<file path="config.mk">
export PLATFORM = sky130hd
export DESIGN_NAME = ysyx22041405_lsu_bus
export DESIGN_NICKNAME = d
export VERILOG_FILES = /design/src/rtl/ysyx22041405_lsu_bus.sv
export SDC_FILE = /design/constraint.sdc
export NUM_CORES = 1
export LEC_CHECK = 0
export ABC_AREA = 1
export BUFFER_PORTS_ARGS = -buffer_cell sky130_fd_sc_hd__buf_2
export CORE_AREA = 2 2 151 153
export DETAILED_ROUTE_END_ITERATION = 6
export DIE_AREA = 0 0 153 155
export PLACE_DENSITY = 0.72
export SYNTH_ARGS = -nofsm -noshare
export SYNTH_HDL_FRONTEND = slang
export SYNTH_SLANG_ARGS = --single-unit
</file>
<file path="constraint.sdc">
create_clock -name clk -period 7.43 [get_ports clk]
set_clock_uncertainty 0.2 [all_clocks]
set_input_delay 1.1145 -clock clk [delete_from_list [all_inputs] [get_ports clk]]
set_output_delay 1.1145 -clock clk [all_outputs]
set_load 0.01 [all_outputs]
</file>
<file path="src/rtl/ysyx22041405_lsu_bus.sv">
// Load/store unit between EX and WB: one op at a time, lane-aligns stores onto the
// XLEN-wide bus, extracts/extends load data, and passes non-memory ops through.
module ysyx22041405_lsu_bus #(
  parameter int XLEN = 32
) (
  input  logic            clk,
  input  logic            rst,
  input  logic            in_valid,
  output logic            in_ready,
  input  logic            in_is_load,
  input  logic            in_is_store,
  input  logic [1:0]      in_size,
  input  logic            in_unsigned,
  input  logic [XLEN-1:0] in_addr,
  input  logic [XLEN-1:0] in_wdata,
  input  logic [XLEN-1:0] in_result,
  input  logic [4:0]      in_rd,
  input  logic            in_rf_we,
  input  logic [XLEN-1:0] in_pc,
  input  logic [31:0]     in_inst,
  output logic            mem_req_valid,
  input  logic            mem_req_ready,
  output logic            mem_req_we,
  output logic [XLEN-1:0] mem_req_addr,
  output logic [XLEN-1:0] mem_req_wdata,
  output logic [XLEN/8-1:0] mem_req_wmask,
  input  logic            mem_resp_valid,
  input  logic [XLEN-1:0] mem_resp_rdata,
  output logic            out_valid,
  input  logic            out_ready,
  output logic [XLEN-1:0] out_wdata,
  output logic [4:0]      out_rd,
  output logic            out_rf_we,
  output logic [XLEN-1:0] out_pc,
  output logic [31:0]     out_inst,
  output logic            out_misalign,
  output logic [1:0]      dbg_state
);

  localparam int NB   = XLEN / 8;
  localparam int OFFW = $clog2(NB);

  // Handshakes: a transfer happens on a rising edge where valid and ready are both 1;
  // the valid side holds its payload stable until that edge.
  typedef enum logic [1:0] {
    IDLE = 2'd0,
    REQ  = 2'd1,
    RESP = 2'd2,
    DONE = 2'd3
  } state_e;

  state_e state_q, state_d;

  logic            req_we_q, req_we_d;
  logic [XLEN-1:0] req_addr_q, req_addr_d;
  logic [XLEN-1:0] req_wdata_q, req_wdata_d;
  logic [NB-1:0]   req_wmask_q, req_wmask_d;
  logic [1:0]      size_q, size_d;
  logic            uns_q, uns_d;
  logic [OFFW-1:0] off_q, off_d;
  logic [XLEN-1:0] out_wdata_q, out_wdata_d;
  logic [4:0]      out_rd_q, out_rd_d;
  logic            out_rf_we_q, out_rf_we_d;
  logic [XLEN-1:0] out_pc_q, out_pc_d;
  logic [31:0]     out_inst_q, out_inst_d;
  logic            out_misalign_q, out_misalign_d;

  logic [OFFW-1:0] off;
  int              bytes;
  int              bits;
  logic            is_mem;
  logic            is_st;
  logic            misal;
  logic [NB-1:0]   base_mask;
  logic [XLEN-1:0] sh;
  logic [XLEN-1:0] ld_data;
  logic            ext;

  // Byte-lane mask and load extraction are size-driven; a size wider than the bus
  // simply copies the whole beat (only reachable when it was already flagged).
  always_comb begin
    off       = in_addr[OFFW-1:0];
    bytes     = 1 << in_size;
    is_mem    = in_is_load | in_is_store;
    is_st     = in_is_store & ~in_is_load;
    misal     = ((int'(off) & (bytes - 1)) != 0) || (in_size == 2'd3 && XLEN == 32);
    base_mask = '0;
    for (int i = 0; i < NB; i++) base_mask[i] = (i < bytes);

    sh   = mem_resp_rdata >> {off_q, 3'b000};
    bits = 8 << size_q;
    ext  = 1'b0;
    for (int i = 0; i < XLEN; i++) if (i == bits - 1) ext = sh[i] & ~uns_q;
    ld_data = '0;
    for (int i = 0; i < XLEN; i++) ld_data[i] = (i < bits) ? sh[i] : ext;
  end

  always_comb begin
    state_d        = state_q;
    req_we_d       = req_we_q;
    req_addr_d     = req_addr_q;
    req_wdata_d    = req_wdata_q;
    req_wmask_d    = req_wmask_q;
    size_d         = size_q;
    uns_d          = uns_q;
    off_d          = off_q;
    out_wdata_d    = out_wdata_q;
    out_rd_d       = out_rd_q;
    out_rf_we_d    = out_rf_we_q;
    out_pc_d       = out_pc_q;
    out_inst_d     = out_inst_q;
    out_misalign_d = out_misalign_q;
    case (state_q)
      IDLE: begin
        if (in_valid) begin
          size_d         = in_size;
          uns_d          = in_unsigned;
          off_d          = off;
          out_rd_d       = in_rd;
          out_pc_d       = in_pc;
          out_inst_d     = in_inst;
          out_wdata_d    = in_result;
          out_rf_we_d    = in_rf_we;
          out_misalign_d = 1'b0;
          if (!is_mem) begin
            state_d = DONE;
          end else if (misal) begin
            out_misalign_d = 1'b1;
            out_rf_we_d    = 1'b0;
            state_d        = DONE;
          end else begin
            req_we_d    = is_st;
            req_addr_d  = in_addr & ~{{(XLEN-OFFW){1'b0}}, {OFFW{1'b1}}};
            req_wdata_d = in_wdata << {off, 3'b000};
            req_wmask_d = is_st ? (base_mask << off) : '0;
            if (is_st) out_rf_we_d = 1'b0;
            state_d     = REQ;
          end
        end
      end
      REQ:  if (mem_req_ready) state_d = RESP;
      RESP: begin
        if (mem_resp_valid) begin
          if (!req_we_q) out_wdata_d = ld_data;
          state_d = DONE;
        end
      end
      DONE: if (out_ready) state_d = IDLE;
      default: state_d = IDLE;
    endcase
  end

  always_ff @(posedge clk or posedge rst) begin
    if (rst) begin
      state_q        <= IDLE;
      req_we_q       <= 1'b0;
      req_addr_q     <= '0;
      req_wdata_q    <= '0;
      req_wmask_q    <= '0;
      size_q         <= '0;
      uns_q          <= 1'b0;
      off_q          <= '0;
      out_wdata_q    <= '0;
      out_rd_q       <= '0;
      out_rf_we_q    <= 1'b0;
      out_pc_q       <= '0;
      out_inst_q     <= '0;
      out_misalign_q <= 1'b0;
    end else begin
      state_q        <= state_d;
      req_we_q       <= req_we_d;
      req_addr_q     <= req_addr_d;
      req_wdata_q    <= req_wdata_d;
      req_wmask_q    <= req_wmask_d;
      size_q         <= size_d;
      uns_q          <= uns_d;
      off_q          <= off_d;
      out_wdata_q    <= out_wdata_d;
      out_rd_q       <= out_rd_d;
      out_rf_we_q    <= out_rf_we_d;
      out_pc_q       <= out_pc_d;
      out_inst_q     <= out_inst_d;
      out_misalign_q <= out_misalign_d;
    end
  end

  assign in_ready      = (state_q == IDLE);
  assign mem_req_valid = (state_q == REQ);
  assign out_valid     = (state_q == DONE);
  assign mem_req_we    = req_we_q;
  assign mem_req_addr  = req_addr_q;
  assign mem_req_wdata = req_wdata_q;
  assign mem_req_wmask = req_wmask_q;
  assign out_wdata     = out_wdata_q;
  assign out_rd        = out_rd_q;
  assign out_rf_we     = out_rf_we_q;
  assign out_pc        = out_pc_q;
  assign out_inst      = out_inst_q;
  assign out_misalign  = out_misalign_q;
  assign dbg_state     = state_q;

endmodule

</file>
==> impl_metrics.env, run 1 <==
export IMPL_status="finished, final reports clean"
export IMPL_grt_overflow=0
export IMPL_end_kind="flop"
export IMPL_fin_ws_ns=3.63
export IMPL_drv_slew=0
export IMPL_yosys_area_share_xor_xnor_pct=0
export IMPL_p_leak_nw=6.21
export IMPL_area_growth_pct=30.4
export IMPL_hold_depth=2
export IMPL_register_area_sq_um=4430
export IMPL_setup_viol=0
export IMPL_drtAntennaViolNets=0
export IMPL_multi_input_area_sq_um=3470
export IMPL_r2r_start="dbg_state[0]$_DFFE_PP0P_"
export IMPL_cts_max_level=4
export IMPL_ys_ff_latch=177
export IMPL_antenna_found_initial=3
export IMPL_holdPathEnd="mem_req_addr[2]$_DFFE_PP0P_"
export IMPL_clock_latency_ns=0.43
export IMPL_muxShareOfSynthArea_pct=0
export IMPL_start_kind="input port"
export IMPL_min_from="mem_req_addr[2]$_DFFE_PP0P_"
export IMPL_grt_pass1_wl_mm=41.4
export IMPL_io_pins=386
export IMPL_clockBufferDepth=2
export IMPL_async_reset_ff_share_pct=100
export IMPL_gp_congestion=0.865
export IMPL_yosysTopAreaCellShare_pct=52.8
export IMPL_fmax_ghz=0.263
export IMPL_critPathMaxFanout=74
export IMPL_postCtsSetupBuffers=0
export IMPL_first_pass_iters=5
export IMPL_criticalPathCategory="in2reg"
export IMPL_relSlewSlack_pct=22.2
export IMPL_r2r_end="mem_req_wdata[12]$_DFFE_PP0P_"
export IMPL_fin_area_sq_um=10900
export IMPL_synth_edf_count=0
export IMPL_crit_required_ns=7.56
export IMPL_grt_pass1_vias=7716
export IMPL_pre_cts_ws_ns=3.13
export IMPL_syn_avg_cell_area_sq_um=7.74
export IMPL_synthSimpleGateAreaFrac_pct=29.7
export IMPL_portBuffers=383
export IMPL_start_util_pct=37.8
export IMPL_worst_pin_slew_ns=1.16
export IMPL_grt_total_usage_pct=22.0
export IMPL_yosys_warnings=0
export IMPL_hold_viol=0
export IMPL_via_count=8216
export IMPL_syn_inst=1084
export IMPL_synthTopCellsByArea="dfrtp_1 53%, nand2_1 24%, o21ai_0 4.1%"
export IMPL_grt_max_degree=102
export IMPL_synth_most_common_cell="nand2_1"
export IMPL_fin_crit_ns=3.80
export IMPL_hold_path_class="reg2reg"
export IMPL_core_rowCount=55
export IMPL_avgRoutedWirePerCell_um=15.5
export IMPL_layout_nets=1643
export IMPL_rrSetupSlack_ns=4.21
export IMPL_postPlaceCellArea_sq_um=10400
export IMPL_cts_tree="yes"
export IMPL_dp_final_hpwl_mm=19.3
export IMPL_die_w_um=153
export IMPL_ys_types=28
export IMPL_fill_cells=2239
export IMPL_clk_pin_slew_worst_paths_ns=0.07
export IMPL_die_h_um=155
export IMPL_period_share_pct=51.1
export IMPL_core_area_sq_um=22200
export IMPL_cp_data_arrival_time_ns=3.93
export IMPL_synth_area_leader_cell="dfrtp_1"
export IMPL_cap_violations=0
export IMPL_vias_per_cell=4.76
export IMPL_synth_compound_area_share_pct=10.4
export IMPL_synth_commonest_cells="534 x nand2_1, 177 x dfrtp_1, 68 x o21ai_0"
export IMPL_ys_seq_area_share_pct=52.8
export IMPL_peakVddDrop_mv=0.165
export IMPL_cts_buffers=17
export IMPL_synthAdderAreaFrac_pct=1.04
export IMPL_power_density_nw_per_um2=418
export IMPL_clock_sinks=177
export IMPL_postCtsHoldBufs=0
export IMPL_startpoint="in_addr[1]"
export IMPL_ff2ff_path_depth=9
export IMPL_fin_setup_tns_ns=0
export IMPL_root_buffer="clkbuf_16"
export IMPL_routed_wl_mm=26.8
export IMPL_syn_area_sq_um=8390
export IMPL_synth_top_family_by_area="simple AND/OR/NAND/NOR gates"
export IMPL_drt_iter0_drc=574
export IMPL_dieArea_sq_um=23700
export IMPL_ys_flop_type="dfrtp_1"
export IMPL_drive_gt1_share_pct=30.9
export IMPL_rsz0062_at_grt="no"
export IMPL_post_cts_resize_count=0
export IMPL_fin_total_pwr_mw=4.57
export IMPL_route_detailed_drc=0
## layout make-up
class | count | share of cell area (%)
Timing Repair Buffer | 389 | 17.9
Antenna cell | 2 | 0.0457
Tap cell | 285 | 3.26
Clock buffer | 17 | 3.89
Sequential cell | 177 | 40.5
Inverter | 40 | 1.44
Multi-Input combinational cell | 802 | 31.7
Clock inverter | 13 | 1.27
## cell usage in the layout, fill, tap and decap left out, drive strengths merged
cell and n:
a32o 1, conb 4, ha 7, nor2 52, o21ai 94, o22ai 3, clkinv 6, inv 47
o211ai 18, a21oi 29, clkbuf 17, diode 2, nand2 539, nand4 2, dfrtp 177, nor3 1
a31oi 1, nand3 41, buf 389, o31ai 10
## layer usage
layer / GRT usage, % / vias to the layer above / wire (um)
met4: 7.41 / 2 / 622
met3: 5.54 / 44 / 1770
met2: 36.1 / 319 / 12800
met1: 28.7 / 3741 / 11500
li1: - / 4110 / -
met5: 0 / - / 11
## worst max-delay path, stage by stage
cell and delay, ns:
buf_2 0.30, inv_2 0.39, nor2_1 0.08, nor2_1 0.12, nand2_2 0.12, nor2_4 0.80
inv_2 0.21, buf_4 0.41, o31ai_1 0.30
## state kept, by name, indices dropped and copies added (netlist names)
signal / cells
mem_req_wdata: 32
out_inst: 32
out_pc: 32
out_wdata: 32
mem_req_addr: 30
out_rd: 5
mem_req_wmask: 4
dbg_state: 2
off_q: 2
size_q: 2
mem_req_we: 1
out_misalign: 1
out_rf_we: 1
uns_q: 1
## stage by stage
stage	std cells	utilization, %	hold slack (ns)
final	1725	49.2	0.268
after global routing	1725	49.2	0.292
after CTS	1723	49.2	0.272
after floorplan	1086	-	0.306
after detailed placement	1693	46.7	0.253
after global placement	1693	46.7	0.251
## logic make-up after synthesis
group	count (synthesis)
adder cells (fa/ha/maj)	7
AND/OR/NAND/NOR	635
flip-flops	177
other	2
AO/OA/AOI/OAI	156
buffers and inverters	107
## how the worst max path moves through the flow
| stage | depth (start not counted) | slack (ns) | to |
|---|---|---|---|
| CTS | 9 | 3.61 | mem_req_wdata[12]$_DFFE_PP0P_ |
| finish | 9 | 3.63 | mem_req_wdata[12]$_DFFE_PP0P_ |
| detailed placement | 9 | 3.13 | mem_req_wdata[10]$_DFFE_PP0P_ |
| floorplan | 1 | 1.31 | dbg_state[0]$_DFFE_PP0P_ |
| global placement | 9 | 3.28 | mem_req_wdata[12]$_DFFE_PP0P_ |
| global route | 9 | 3.25 | mem_req_wdata[13]$_DFFE_PP0P_ |
## power breakdown
part	total, mW	internal [mW]	leakage [nW]	switching (mW)
clock network	0.887	0.445	0.278	0.442
registers	1.68	1.42	2.23	0.262
logic	2.00	0.733	3.71	1.27
Note: power is estimated with default switching activity, not from simulation.
==> run 2: changes to the inputs <==
- ABC_AREA: 1 -> 0
- CORE_AREA: 2 2 151 153 -> 2 2 150 152
- DIE_AREA: 0 0 153 155 -> 0 0 152 154
- PLACE_DENSITY: 0.72 -> 0.75
- clock period: 7.43 -> 3.2 ns (I/O delays scaled with it)
==> run 2 against run 1 <==
Against the previous run:
- cell area rose by 2.0%
- wire length fell by 6.8%
- total power rose by 140%
- sequential power rose by 140%
- largest power group unchanged
==> impl_metrics.env, run 2 <==
export IMPL_status="finished, final reports clean"
export IMPL_wl_met3_mm=1.54
export IMPL_critPathMaxFanout=103
export IMPL_relSlewSlack_pct=39.4
export IMPL_cp_data_arrival_time_ns=2.66
export IMPL_grt_pass1_wl_mm=39.6
export IMPL_grt_max_degree=104
export IMPL_ff2ff_path_depth=9
export IMPL_core_area_sq_um=21700
export IMPL_avgRoutedWirePerCell_um=17.3
export IMPL_fmax_ghz=0.399
export IMPL_drt_iter0_drc=499
export IMPL_area_growth_pct=34.4
export IMPL_postCtsHoldBufs=0
export IMPL_layout_common_cells="383 x buf_2, 177 x dfrtp_1, 143 x nand2_1, 91 x mux2_2, 66 x a21oi_1"
export IMPL_post_cts_resize_count=0
export IMPL_r2r_start="dbg_state[1]$_DFFE_PP0P_"
export IMPL_pre_cts_ws_ns=0.265
export IMPL_root_buffer="clkbuf_16"
export IMPL_rrSetupSlack_ns=0.70
export IMPL_grt_pass1_vias=7559
export IMPL_ys_seq_area_share_pct=53.4
export IMPL_grt_total_usage_pct=21.0
export IMPL_fin_crit_ns=2.50
export IMPL_cts_buffers=17
export IMPL_period_share_pct=78.3
export IMPL_drtAntennaViolNets=0
export IMPL_via_count=7338
export IMPL_cts_max_level=4
export IMPL_path_depth=9
export IMPL_die_h_um=154
export IMPL_yosys_warnings=0
export IMPL_rsz0062_at_grt="no"
export IMPL_slowest_delay_ns=0.44
export IMPL_power_density_nw_per_um2=971
export IMPL_async_reset_ff_share_pct=100
export IMPL_cp_cell_sequence="inv_1 > ha_1 > nand2_4 > buf_12 > nor4_4 > buf_4 > buf_4 > nand2_1 > nand2_1"
export IMPL_worst_pin_slew_ns=0.906
export IMPL_postCtsSetupBuffers=0
export IMPL_synth_area_leader_cell="dfrtp_1"
export IMPL_met1_length_mm=10.2
export IMPL_cp_num_buf_inv=4
export IMPL_utilization_pct=51.4
export IMPL_criticalPathCategory="reg2reg"
export IMPL_setup_viol=0
export IMPL_clk_pin_slew_worst_paths_ns=0.08
export IMPL_synth_most_common_cell="dfrtp_1"
export IMPL_clockBufferDepth=2
export IMPL_synthTopCellsByArea="dfrtp_1 53%, mux2_2 12%, nand2_1 6.5%"
export IMPL_critPathTopFamily="buffers and inverters"
export IMPL_final_common_cell="buf_2"
export IMPL_first_pass_iters=5
export IMPL_crit_required_ns=3.35
export IMPL_hold_path_class="in2async"
export IMPL_ys_ff_latch=177
export IMPL_yosysTopAreaCellShare_pct=53.4
export IMPL_antenna_found_initial=2
export IMPL_syn_avg_cell_area_sq_um=10.7
export IMPL_p_leak_nw=5.65
export IMPL_cap_violations=0
export IMPL_crit_slowest_cell="dfrtp_1"
export IMPL_clock_latency_ns=0.42
export IMPL_synth_commonest_cells="177 x dfrtp_1, 144 x nand2_1, 91 x mux2_2"
export IMPL_io_pins=386
export IMPL_end_kind="flop"
export IMPL_portBuffers=383
export IMPL_core_rowCount=54
export IMPL_layoutNonFillerInstCount=1437
export IMPL_peakVddDrop_mv=0.516
export IMPL_grt_overflow=0
export IMPL_route_detailed_drc=0
export IMPL_routed_wl_mm=24.9
export IMPL_start_kind="flop"
export IMPL_layout_nets=1358
export IMPL_top_layer="met4"
export IMPL_die_w_um=152
export IMPL_fill_cells=1991
export IMPL_cts_tree="yes"
export IMPL_start_util_pct=38.3
export IMPL_dp_final_hpwl_mm=18.7
export IMPL_fin_setup_tns_ns=0
export IMPL_drv_slew=0
export IMPL_gp_congestion=0.913
export IMPL_clock_sinks=177
export IMPL_met2WireLength_mm=12.6
export IMPL_dieArea_sq_um=23400
export IMPL_whs_ns=0.0334
export IMPL_fin_ws_ns=0.695
export IMPL_place_inst=1403
export IMPL_syn_area_sq_um=8300
export IMPL_ys_types=41
export IMPL_r2r_end="mem_req_addr[2]$_DFFE_PP0P_"
export IMPL_syn_inst=774
export IMPL_synth_edf_count=0
export IMPL_vias_per_cell=5.11
export IMPL_ys_flop_type="dfrtp_1"
export IMPL_drive_gt1_share_pct=46.7
export IMPL_hold_viol=0
run 2: cells by family after synthesis:
kind of cell	Yosys count	synth area share, %
compound gates	164	12.7
fa+ha+maj	8	1.19
buf+inv	64	3.20
flops	177	53.4
mux	135	17.6
other cells	2	0.0905
simple gates	224	11.9
run 2: through the flow:
step | cell area [sq um] | power [mW]
final | 11200 | 10.8
after global routing | 11200 | 11.6
after CTS | 11200 | 10.9
after detailed placement | 10600 | 8.81
after global placement | 10600 | 8.64
after floorplan | 8310 | 6.84
run 2: layout make-up:
| cell class | count | area [sq um] | share of cell area, % |
|---|---|---|---|
| diodes | 2 | 5.00 | 0.0449 |
| clock buffers | 17 | 425 | 3.81 |
| repair buffers | 405 | 2130 | 19.1 |
| multi-input cells | 535 | 3630 | 32.5 |
| flip-flops and latches | 177 | 4430 | 39.7 |
| well taps | 280 | 350 | 3.14 |
| clock inverters | 15 | 160 | 1.44 |
| inverters | 6 | 26.3 | 0.236 |
run 2: where the power goes:
part	switching [mW]	internal [mW]
clock	1.03	1.06
sequential	0.638	3.32
combinational	2.59	2.20
total	4.26	6.58
run 2: how the worst max path moves through the flow:
| stage | start | to |
|---|---|---|
| after floorplan | rst | dbg_state[0]$_DFFE_PP0P_ |
| after global placement | in_size[0] | mem_req_wmask[2]$_DFFE_PP0P_ |
| after detailed placement | in_size[0] | mem_req_wmask[2]$_DFFE_PP0P_ |
| after CTS | dbg_state[0]$_DFFE_PP0P_ | mem_req_addr[2]$_DFFE_PP0P_ |
| after global routing | dbg_state[0]$_DFFE_PP0P_ | mem_req_addr[2]$_DFFE_PP0P_ |
| final | dbg_state[1]$_DFFE_PP0P_ | mem_req_addr[2]$_DFFE_PP0P_ |
run 2: per-layer routing:
| layer | vias to the layer above | track usage [%] |
|---|---|---|
| met5 | - | 0 |
| met4 | 0 | 7.65 |
| met3 | 41 | 5.36 |
| met2 | 310 | 35.2 |
| met1 | 3537 | 26.3 |
| li1 | 3450 | - |
==> run 3: changes to the inputs <==
- clock period: 3.2 -> 2.25 ns (I/O delays scaled with it)
==> run 3 against run 2 <==
Against the previous run:
- sequential share of layout area fell by 4.5 points
- sequential power increased by 44%
- critical path depth fell by 3
- via count increased by 8.3%
- wire length grew 11%
- cell area rose by 13%
- combinational power increased by 54%
- die area unchanged
- register-to-register slack lost 0.56 ns
- total power is 48% higher
- worst setup slack worse by 0.56 ns
- fmax increased by 18%
==> impl_metrics.env, run 3 (synthesis gave the netlist of run 2 again) <==
export IMPL_end_kind="flop"
export IMPL_drt_iter0_drc=492
export IMPL_dp_final_hpwl_mm=18.8
export IMPL_avgRoutedWirePerCell_um=17.7
export IMPL_layout_nets=1491
export IMPL_cp_data_arrival_time_ns=2.23
export IMPL_period_share_pct=93.9
export IMPL_power_density_nw_per_um2=1280
export IMPL_gp_congestion=0.903
export IMPL_pre_cts_ws_ns=-0.348
export IMPL_hold_viol=0
export IMPL_cts_max_level=4
export IMPL_rsz0062_at_grt="no"
export IMPL_status="finished, final reports clean"
export IMPL_postPlaceCellArea_sq_um=10800
export IMPL_setup_viol=0
export IMPL_grt_overflow=0
export IMPL_fmax_ghz=0.473
export IMPL_fin_ws_ns=0.136
export IMPL_clk_pin_slew_worst_paths_ns=0.07
export IMPL_layout_common_cells="383 x buf_2, 177 x dfrtp_1, 143 x nand2_1, 111 x dlygate4sd3_1, 91 x mux2_2"
export IMPL_start_util_pct=38.3
export IMPL_core_rowCount=54
export IMPL_die_h_um=154
export IMPL_grt_total_usage_pct=23.0
export IMPL_root_buffer="clkbuf_16"
export IMPL_area_growth_pct=51.4
export IMPL_vias_per_cell=5.05
export IMPL_path_depth=6
export IMPL_fill_cells=1770
export IMPL_first_pass_iters=6
export IMPL_ff2ff_path_depth=6
export IMPL_hold_depth=3
export IMPL_worst_pin_slew_ns=0.581
export IMPL_cts_buffers=17
export IMPL_drive_gt1_share_pct=43.8
export IMPL_layoutNonFillerInstCount=1572
export IMPL_clock_latency_ns=0.42
export IMPL_cp_num_buf_inv=2
export IMPL_fin_setup_tns_ns=0
export IMPL_p_leak_nw=6.24
export IMPL_start_kind="flop"
export IMPL_whs_ns=0.0288
export IMPL_fin_crit_ns=2.11
export IMPL_relSlewSlack_pct=61.2
export IMPL_crit_required_ns=2.37
export IMPL_grt_max_degree=91
export IMPL_utilization_pct=57.9
export IMPL_fin_area_sq_um=12600
export IMPL_slowest_delay_ns=0.58
export IMPL_core_area_sq_um=21700
export IMPL_grt_pass1_vias=8154
export IMPL_critPathTopFamily="simple AND/OR/NAND/NOR gates"
export IMPL_dieArea_sq_um=23400
export IMPL_drtAntennaViolNets=0
export IMPL_cp_cell_sequence="inv_2 > ha_4 > nand2_4 > or4_4 > buf_12 > o41ai_2"
export IMPL_final_common_cell="buf_2"
export IMPL_grt_pass1_wl_mm=43.5
export IMPL_place_inst=1424
export IMPL_portBuffers=383
export IMPL_hold_path_class="in2reg"
export IMPL_route_detailed_drc=0
export IMPL_clockBufferDepth=2
export IMPL_peakVddDrop_mv=0.725
export IMPL_antenna_found_initial=4
export IMPL_cts_tree="yes"
export IMPL_criticalPathCategory="reg2reg"
export IMPL_critPathMaxFanout=30
export IMPL_routed_wl_mm=27.8
export IMPL_io_pins=386
export IMPL_drv_slew=0
export IMPL_cap_violations=0
export IMPL_clock_sinks=177
export IMPL_via_count=7946
export IMPL_crit_slowest_cell="or4_4"
export IMPL_fin_total_pwr_mw=16.1
export IMPL_die_w_um=152
run 3: area by class of cell:
type,count,area [sq um],area share (%)
clock inverters,14,165,1.31
repair buffers,537,3480,27.7
well taps,280,350,2.79
flip-flops and latches,177,4430,35.2
clock buffers,18,429,3.41
diodes,4,10.0,0.0796
inverters,6,26.3,0.209
multi-input cells,536,3670,29.2
run 3: report_power, final:
group	switching (mW)	leakage, nW	internal [mW]
clock network	1.46	0.288	1.50
registers	0.961	2.13	4.73
logic	3.93	3.82	3.47
total	6.35	6.24	9.70
run 3: worst paths after layout:
| kind | from | end | slack, ns |
|---|---|---|---|
| worst min-delay path | in_result[4] | out_wdata[4]$_DFFE_PP0P_ | 0.03 |
| worst min register to register | mem_req_wdata[2]$_DFFE_PP0P_ | mem_req_wdata[2]$_DFFE_PP0P_ | 0.27 |
| max in group asynchronous | rst | mem_req_addr[5]$_DFFE_PP0P_ | 0.90 |
| worst max register to register | dbg_state[1]$_DFFE_PP0P_ | mem_req_wmask[1]$_DFFE_PP0P_ | 0.14 |
| worst max-delay path | dbg_state[1]$_DFFE_PP0P_ | mem_req_wmask[1]$_DFFE_PP0P_ | 0.14 |
| min in group asynchronous | rst | out_pc[21]$_DFFE_PP0P_ | 0.30 |
run 3: metal layers:
metal  global-route usage (%)  wire length (um)  vias up
li1                         -                 -     3725
met1                     27.5             11000     3805
met2                     39.2             14100      348
met3                     6.17              1760       68
met4                     9.52               959        0
met5                        0                 0        -
run 3: what timing repair did:
action,in CTS,in global routing
hold buffers,111,0
endpoints found under the setup margin,46,12
resized for setup,2,4
gates cloned,0,1
pin swaps,0,1
setup buffers,0,0
endpoints found under the hold margin,122,0
run 3: tightest hold or removal path, stage by stage:
cell     delay, ns
buf_2         0.08
mux2i_1       0.05
a21oi_1       0.14
